[src/rtl/mul6_seq_ctrl_pkg.sv]
// ============================================================================
// Module : mul6_seq_ctrl_pkg
// Desc   : Shared constants and helpers for the 6x6 sequential multiplier.
// Rev    : 1.0 - initial release
// ============================================================================
`default_nettype none

package mul6_seq_ctrl_pkg;

  localparam int OPW = 6;
  localparam int DGW = 3;
  localparam int PW  = 12;

  localparam logic [1:0] IDLE = 2'd0;
  localparam logic [1:0] CALC = 2'd1;
  localparam logic [1:0] DONE = 2'd2;

  // Partial-product shift per step, indexed by step (entry 0 is the LSB slice).
  localparam logic [3:0][2:0] SHIFT_TABLE = {3'd6, 3'd3, 3'd3, 3'd0};

  function automatic logic [2:0] step_shift(input logic [1:0] step);
    return SHIFT_TABLE[step];
  endfunction

  function automatic logic [DGW-1:0] digit_sel(input logic [OPW-1:0] v, input logic hi);
    return hi ? v[5:3] : v[2:0];
  endfunction

endpackage

`default_nettype wire

[src/rtl/mul6_seq_ctrl_three_bit_multiplier.sv]
// ============================================================================
// Module : three_bit_multiplier
// Desc   : Combinational 3x3 unsigned multiplier core (shift-and-add).
// Rev    : 1.0 - initial release
// ============================================================================
`default_nettype none

module three_bit_multiplier (
  input  logic [2:0] x,
  input  logic [2:0] y,
  output logic [5:0] pp
);

  logic [5:0] w_row0;
  logic [5:0] w_row1;
  logic [5:0] w_row2;

  assign w_row0 = {3'b000, x}       & {6{y[0]}};
  assign w_row1 = {2'b00, x, 1'b0}  & {6{y[1]}};
  assign w_row2 = {1'b0, x, 2'b00}  & {6{y[2]}};

  assign pp = w_row0 + w_row1 + w_row2;

endmodule

`default_nettype wire

[src/rtl/mul6_seq_ctrl.sv]
// ============================================================================
// Module : mul6_seq_ctrl
// Desc   : 6x6 unsigned multiplier time-sharing one 3x3 core over four steps.
//          Optional macro MUL6_SEQ_ZERO_SKIP_EN bypasses CALC for zero operands.
// Rev    : 1.0 - initial release
// ============================================================================
`default_nettype none

module mul6_seq_ctrl
  import mul6_seq_ctrl_pkg::*;
(
  input  logic           clk,
  input  logic           rst,
  input  logic           in_valid,
  output logic           in_ready,
  input  logic [OPW-1:0] a,
  input  logic [OPW-1:0] b,
  output logic           out_valid,
  input  logic           out_ready,
  output logic [PW-1:0]  p,
  output logic           busy
);

  logic [1:0]     r_state;
  logic [1:0]     r_step;
  logic [OPW-1:0] r_a;
  logic [OPW-1:0] r_b;
  logic [PW-1:0]  r_acc;
  logic [PW-1:0]  r_p;
  logic           r_out_valid;

  logic [DGW-1:0] w_dig_a;
  logic [DGW-1:0] w_dig_b;
  logic [5:0]     w_pp;
  logic [2:0]     w_sh;
  logic [PW-1:0]  w_pp_shifted;
  logic [PW-1:0]  w_acc_next;
  logic           w_zero_op;

  // step[0] picks the high digit of a, step[1] the high digit of b.
  assign w_dig_a = digit_sel(r_a, r_step[0]);
  assign w_dig_b = digit_sel(r_b, r_step[1]);

  three_bit_multiplier u_core (
    .x  (w_dig_a),
    .y  (w_dig_b),
    .pp (w_pp)
  );

  assign w_sh         = step_shift(r_step);
  assign w_pp_shifted = {6'd0, w_pp} << w_sh;
  assign w_acc_next   = r_acc + w_pp_shifted;

`ifdef MUL6_SEQ_ZERO_SKIP_EN
  assign w_zero_op = (a == '0) || (b == '0);
`else
  assign w_zero_op = 1'b0;
`endif

  always_ff @(posedge clk) begin
    if (rst) begin
      r_state     <= IDLE;
      r_step      <= 2'd0;
      r_a         <= '0;
      r_b         <= '0;
      r_acc       <= '0;
      r_p         <= '0;
      r_out_valid <= 1'b0;
    end else begin
      case (r_state)
        IDLE: begin
          if (in_valid) begin
            r_a    <= a;
            r_b    <= b;
            r_acc  <= '0;
            r_step <= 2'd0;
            if (w_zero_op) begin
              r_state     <= DONE;
              r_p         <= '0;
              r_out_valid <= 1'b1;
            end else begin
              r_state <= CALC;
            end
          end
        end
        CALC: begin
          r_acc  <= w_acc_next;
          r_step <= r_step + 2'd1;
          if (r_step == 2'd3) begin
            r_state     <= DONE;
            r_p         <= w_acc_next;
            r_out_valid <= 1'b1;
          end
        end
        DONE: begin
          if (out_ready) begin
            r_state     <= IDLE;
            r_out_valid <= 1'b0;
          end
        end
        default: begin
          r_state     <= IDLE;
          r_out_valid <= 1'b0;
        end
      endcase
    end
  end

  assign in_ready  = (r_state == IDLE);
  assign busy      = (r_state == CALC) || (r_state == DONE);
  assign out_valid = r_out_valid;
  assign p         = r_p;

endmodule

`default_nettype wire
[config.mk]
export PLATFORM = sky130hd
export DESIGN_NAME = mul6_seq_ctrl
export DESIGN_NICKNAME = d
export VERILOG_FILES = /design/src/rtl/mul6_seq_ctrl_pkg.sv /design/src/rtl/mul6_seq_ctrl_three_bit_multiplier.sv /design/src/rtl/mul6_seq_ctrl.sv
export SDC_FILE = /design/constraint.sdc
export NUM_CORES = 1
export LEC_CHECK = 0
export BUFFER_PORTS_ARGS = -buffer_cell sky130_fd_sc_hd__buf_2
export CORE_MARGIN = 3
export CORE_UTILIZATION = 52
export DETAILED_ROUTE_END_ITERATION = 10
export GPL_ROUTABILITY_DRIVEN = 0
export PLACE_DENSITY = 0.76
export SLEW_MARGIN = 20
export SYNTH_ARGS = -nofsm -noshare
export SYNTH_HDL_FRONTEND = slang
export SYNTH_SLANG_ARGS = --single-unit
[constraint.sdc]
create_clock -name clk -period 4.3 [get_ports clk]
set_input_delay 0.86 -clock clk [delete_from_list [all_inputs] [get_ports clk]]
set_output_delay 0.86 -clock clk [all_outputs]
set_load 0.02 [all_outputs]
-- Yosys cells after proc, flatten, opt, wreduce, memory -nomap -nowiden
Index checks and enable logic that the tools add are counted.
- multiplexer cells: 15
- shift-type cells: 1
- equal/unequal tests: 6
- $lt $le $gt $ge: 1
- bitwise operators: 4
- add/sub/neg operators: 4
- reductions and logical operators: 8
- operator list (cell ; count):
    12-bit case mux with 2 select lines ; 1
    12-bit adder ; 1
    6-bit adder ; 2
    12-bit two-way mux ; 1
    6-bit by 3-bit << shifter with 12-bit output ; 1
    3-bit two-way mux ; 3
    2-bit two-way mux ; 4
    3-bit by 6-bit AND with 6-bit output ; 1
    4-bit by 6-bit AND with 6-bit output ; 1
    5-bit by 6-bit AND with 6-bit output ; 1
    3-bit binary-select mux with 2-bit select ; 1
    2-bit != test, second input constant ; 3
    2-bit case mux with 3 select lines ; 1
    2-bit AND reduction ; 3
    3-bit AND reduction ; 2
    2-bit equality test, second input constant ; 2
    2-bit case mux with 2 select lines ; 1
    2-bit by 3-bit less-than comparator with 1-bit output, second input constant ; 1
    1-bit case mux with 3 select lines ; 1
    2-bit by 1-bit adder with 2-bit output, second input constant ; 1
    2-bit by 1-bit equality test with 1-bit output, second input constant ; 1
    2-bit logical NOT ; 1
    1-bit two-way mux ; 2
    2-bit nonzero test ; 1
    2 further kinds ; 2
- bits in registers: 41
- bits of input ports: 16
- logic and storage cells: 46
- output and inout port bits: 15

-- Longest topological paths before layout
- word-level depth: 7
- gate-level depth with buffers: 20
- depth with buffers taken out: 19

-- Cells and area by module
From an unflattened synthesis, not the netlist that was laid out.
- cell total of the unflattened synthesis: 325
- area total of the unflattened synthesis: 2620.0 µm²
- by module, submodules not included (module ; cells an instance ; seq. area each (µm²) ; area an instance (µm²) ; times used):
    mul6_seq_ctrl ; 301 ; 820.8 ; 2423.6 ; 1
    three_bit_multiplier ; 24 ; 0.0 ; 196.4 ; 1

-- Least setup slack after synthesis
OpenSTA, ideal clock, no wires.
- path type: reg2reg
- start: register r_step[0]
- end: register r_p[10], in the netlist p[10]
- slack: 0.021 ns
- clock period less this slack: 4.279 ns
- arrival time: 4.157 ns
- cell stages (with the launch flop): 20
- data required time: 4.178 ns
- buffers on the path: 1
- library setup time: 0.122 ns
- cells stage by stage: dfxtp_1 clkbuf_1 mux2i_1 or2_2 fa_1 inv_1 ha_1 fa_1 xnor2_1 nand2_1 o21ai_0 o21ai_1 o2bb2ai_1 ha_1 a21o_1 a21oi_2 nor2b_1 a311oi_4 nor4_1 a311o_1
- cells in the longest elaborated chain, start to end: 6
- elaborated cells on any way between the ends: 12
- classes of those cells: add/sub: 3; eq/ne: 1; shift: 1; mux: 3; bitwise: 3; reduce/logical: 1
- ends and longest elaborated chain (item ; line ; source):
    start, declared ; mul6_seq_ctrl.sv:25 ; logic [1:0] r_step;
    start signal, assigned ; mul6_seq_ctrl.sv:88 ; r_step <= r_step + 2'd1;
    3-bit two-way mux ; mul6_seq_ctrl_pkg.sv:26 ; return hi ? v[5:3] : v[2:0];
    3-bit by 6-bit AND with 6-bit output / 4-bit by 6-bit AND with 6-bit output (equally long branches) ; mul6_seq_ctrl_three_bit_multiplier.sv:18, mul6_seq_ctrl_three_bit_multiplier.sv:19 ;
    6-bit adder (2 in a row) ; mul6_seq_ctrl_three_bit_multiplier.sv:22 ; assign pp = w_row0 + w_row1 + w_row2;
    6-bit by 3-bit << shifter with 12-bit output ; mul6_seq_ctrl.sv:51 ; assign w_pp_shifted = {6'd0, w_pp} << w_sh;
    12-bit adder ; mul6_seq_ctrl.sv:52 ; assign w_acc_next = r_acc + w_pp_shifted;
    end signal, assigned ; mul6_seq_ctrl.sv:91 ; r_p <= w_acc_next;
    end, declared ; mul6_seq_ctrl.sv:29 ; logic [PW-1:0] r_p;
Parallel ways exist; a longest one is shown, timed or not. The select of a mux whose other input is x is not followed.
A chain may end at the register's enable or synchronous reset.

-- Final worst setup path
- start: register r_step[1]
- end: register r_p[10], in the netlist p[10]
Same word-level chain as after synthesis.

==> impl_results.md <==
* Die Area at 5684 um^2
* Synth Area in Compound Gates at 20.04%
* GRT Util Overall at 20.10%
* WL final at 5.721 mm
* Mapped Avg Cell Area at 8.050 um^2
* Asr flop ratio synth at 0%
* Clock skew at 0.005892 ns
* Setup_tns at 0 ns
* #FFs+latches synth at 41
* Worst R2R Setup Slack at 0.16 ns
* Multiplexer share of the synthesized area at 4.948%
* Simple-Gate Fraction of Synth Area at 19.64%
* Worst-Margin Slew at 0.6668 ns
* H-tree depth at 2
* Root buf cell: clkbuf_8
* Clk sinks at 41
* Total power draw at 893.1 uW
* Rows at 24
* Placed cells at 390
* Core footprint at 4504 um^2
* Antenna-violating nets left at 0
* Vias in the first global route at 1926
* Fmax at 241.3 MHz
* Drt wl/cell at 14.27 um
* Crit path max fanout at 6
* TritonCTS buffer count at 5
* Seq/Total Area, Yosys at 32.78%
* Gate Count Post-Synth at 311
* CTS max path bufs at 2
* Die X at 75.39 um
* DRC errors left at 0
* Starting Density at 55.58%
* Required time of the critical path at 4.49 ns
* Hold Crit Class: reg2reg
* Peak supply drop at 269.4 uV
* Crit path DAT at 4.33 ns
* Number of fill cells at 360
* Initial antenna violation count at 0
* Final WS setup at 0.1552 ns
* Max-cap check violation count at 0
* Fin cells at 401
* Worst slew margin at 55.52%
* Critical path type: reg2reg
* Outcome: complete, no violations
* Synth warn at 0
* Grt ovf at 0
* I/O Buffers at 30
* CTS Hold Bufs at 0
* Xor/xnor share of the synthesized area at 4.198%
* Synth cell types at 45
* Crit end category: flop
* Final hold vios at 0
* Clk Latency, worst-skew pair at 0.29 ns
* Adder-Cell Fraction of Synth Area at 13.39%
* Main combinational cell family by area after synthesis: compound AO/OA/AOI/OAI gates
* Largest net degree at the start of global routing at 36
* Synth-to-Final Area Change at 17.74%
* Period utilization at 96.39%
* Clock slew at reported path FFs at 0.08 ns
* Post-synth EDFFs at 0
* Die height at 75.39 um
* CTS tree: built
* Ports at 31
* Dpl hpwl at 4.031 mm
* Post-Synthesis Cell Area at 2504 um^2
* Post-Syn Nets at 352
* Synth Flop Type: dfxtp_1
* Pins over their slew limit at 0
* DR iter-0 viols at 182
* ANT cells at 0
* Final min period at 4.145 ns
* Leak at 1.301 nW
* Drt first pass iters at 5
* Layout cells sized above 1 at 23.50%
* Final #Nets at 390
* Final setup fails at 0
* Setup crit start kind: flop
* Pwr dens at 303.0 nW/um^2
* Pre-CTS setup slack at -0.06009 ns
* First-pass GRT wire length at 8.880 mm
* Via count at 2254
* Vias per Instance at 5.621
## cells in the mapped netlist, drive strengths merged (2+ instances only)
cell type	number	share of area [%]
fa	3	2.4
nand2	57	8.5
mux2i	9	3.6
a22o	2	0.70
inv	15	2.2
ha	22	11
a21o	3	0.90
o2bb2ai	2	0.70
a21oi	34	7.1
xnor2	6	2.1
a22oi	9	2.7
and3	2	0.55
mux2	3	1.3
clkbuf	12	1.8
xor2	6	2.1
dfxtp	41	33
o21ai	14	2.9
nor2b	3	0.75
nor3	2	0.40
buf	3	0.95
nor2	29	4.3
a31oi	2	0.50
a211oi	3	0.90
nand3	7	1.4
and2	8	2.0
or2	3	0.75
## worst max-delay path, stage by stage (launching register included)
cell       delay (ns)
dfxtp_4          0.38
mux2i_2          0.17
or2_4            0.26
fa_1             0.50
inv_1            0.04
ha_2             0.19
fa_2             0.37
xnor2_2          0.17
nand2_1          0.12
o21ai_2          0.12
o21ai_2          0.10
o2bb2ai_2        0.15
ha_1             0.33
a21o_1           0.16
a21oi_2          0.06
nor2b_1          0.20
a311oi_4         0.07
buf_4            0.16
and4_1           0.18
a311o_1          0.30
## flip-flops by register name, summed over array words and instances, names as in the netlist
name / flops
r_state: 2
r_b: 6
r_acc: 12
r_step: 2
p: 12
out_valid: 1
r_a: 6
## through the flow
stage               utilization (%)  instance area, um^2  hold WS (ns)
floorplan                         -                 2504        0.4315
global placement              60.83                 2740        0.4387
detailed placement            60.83                 2740        0.4437
CTS                           62.89                 2833        0.4553
global route                  65.44                 2948        0.4720
finish                        65.44                 2948        0.4551
## cell type report
cell class | count | area [um^2] | area share, %
multi-input combinational | 240 | 1638 | 55.56
sequential | 41 | 828.3 | 28.10
clock inverter | 1 | 7.507 | 0.2547
tap | 52 | 65.06 | 2.207
inverter | 15 | 56.30 | 1.910
clock buffer | 6 | 82.58 | 2.801
timing repair buffer | 46 | 270.3 | 9.168
## per-layer routing
metal	wire, um	track usage [%]	up-vias	share of wire (%)
met3	228	3.166	5	4.0
met5	0	0	-	0
li1	-	-	1145	-
met2	2648	29.34	50	46
met1	2793	30.36	1054	49
met4	51	6.019	0	0.89
## where the power goes
| part | internal (mW) | leakage, nW | switching (mW) |
|---|---|---|---|
| combinational | 0.0912 | 0.924 | 0.133 |
| sequential | 0.396 | 0.334 | 0.0133 |
| clock | 0.127 | 0.0433 | 0.132 |
| total | 0.614 | 1.30 | 0.279 |
## path summary, 6_finish.rpt
check             from     to  cells past startpoint
max          r_step[1]  p[10]                     19
min               p[3]   p[3]                      2
max reg2reg  r_step[1]  p[10]                     19
min reg2reg       p[3]   p[3]                      2
## layout by cell type (no fill, tap or decap), types with 3 or more instances in the layout
cell type  instances
xor2_1             6
xnor2_1            5
a21o_1             3
mux2_2             3
nand3_1            7
nor2b_1            3
mux2i_1            7
nor2_1            29
clkbuf_8           6
or2_4              3
a21oi_2            5
and2_1             6
a22oi_1            9
ha_1              20
o21ai_0            5
dfxtp_1           39
buf_4             16
a21oi_1           29
o21ai_1            5
buf_2             30
inv_1             15
nand2_1           57
o21ai_2            4
## cell families (layout without fill, tap and decap cells)
group,after synthesis,count (layout)
AND/OR/NAND/NOR,114,114
AO/OA/AOI/OAI,77,77
flip-flops,41,41
buffers and inverters,30,68
adder cells (fa/ha/maj),25,25
XOR/XNOR,12,12
multiplexers,12,12
## repair_timing
item	CTS	global route
setup buffers	0	4
gates resized for setup	2	23
pin swaps	0	12
endpoints found under the setup margin	2	12
Note: power is estimated with default switching activity, not from simulation.
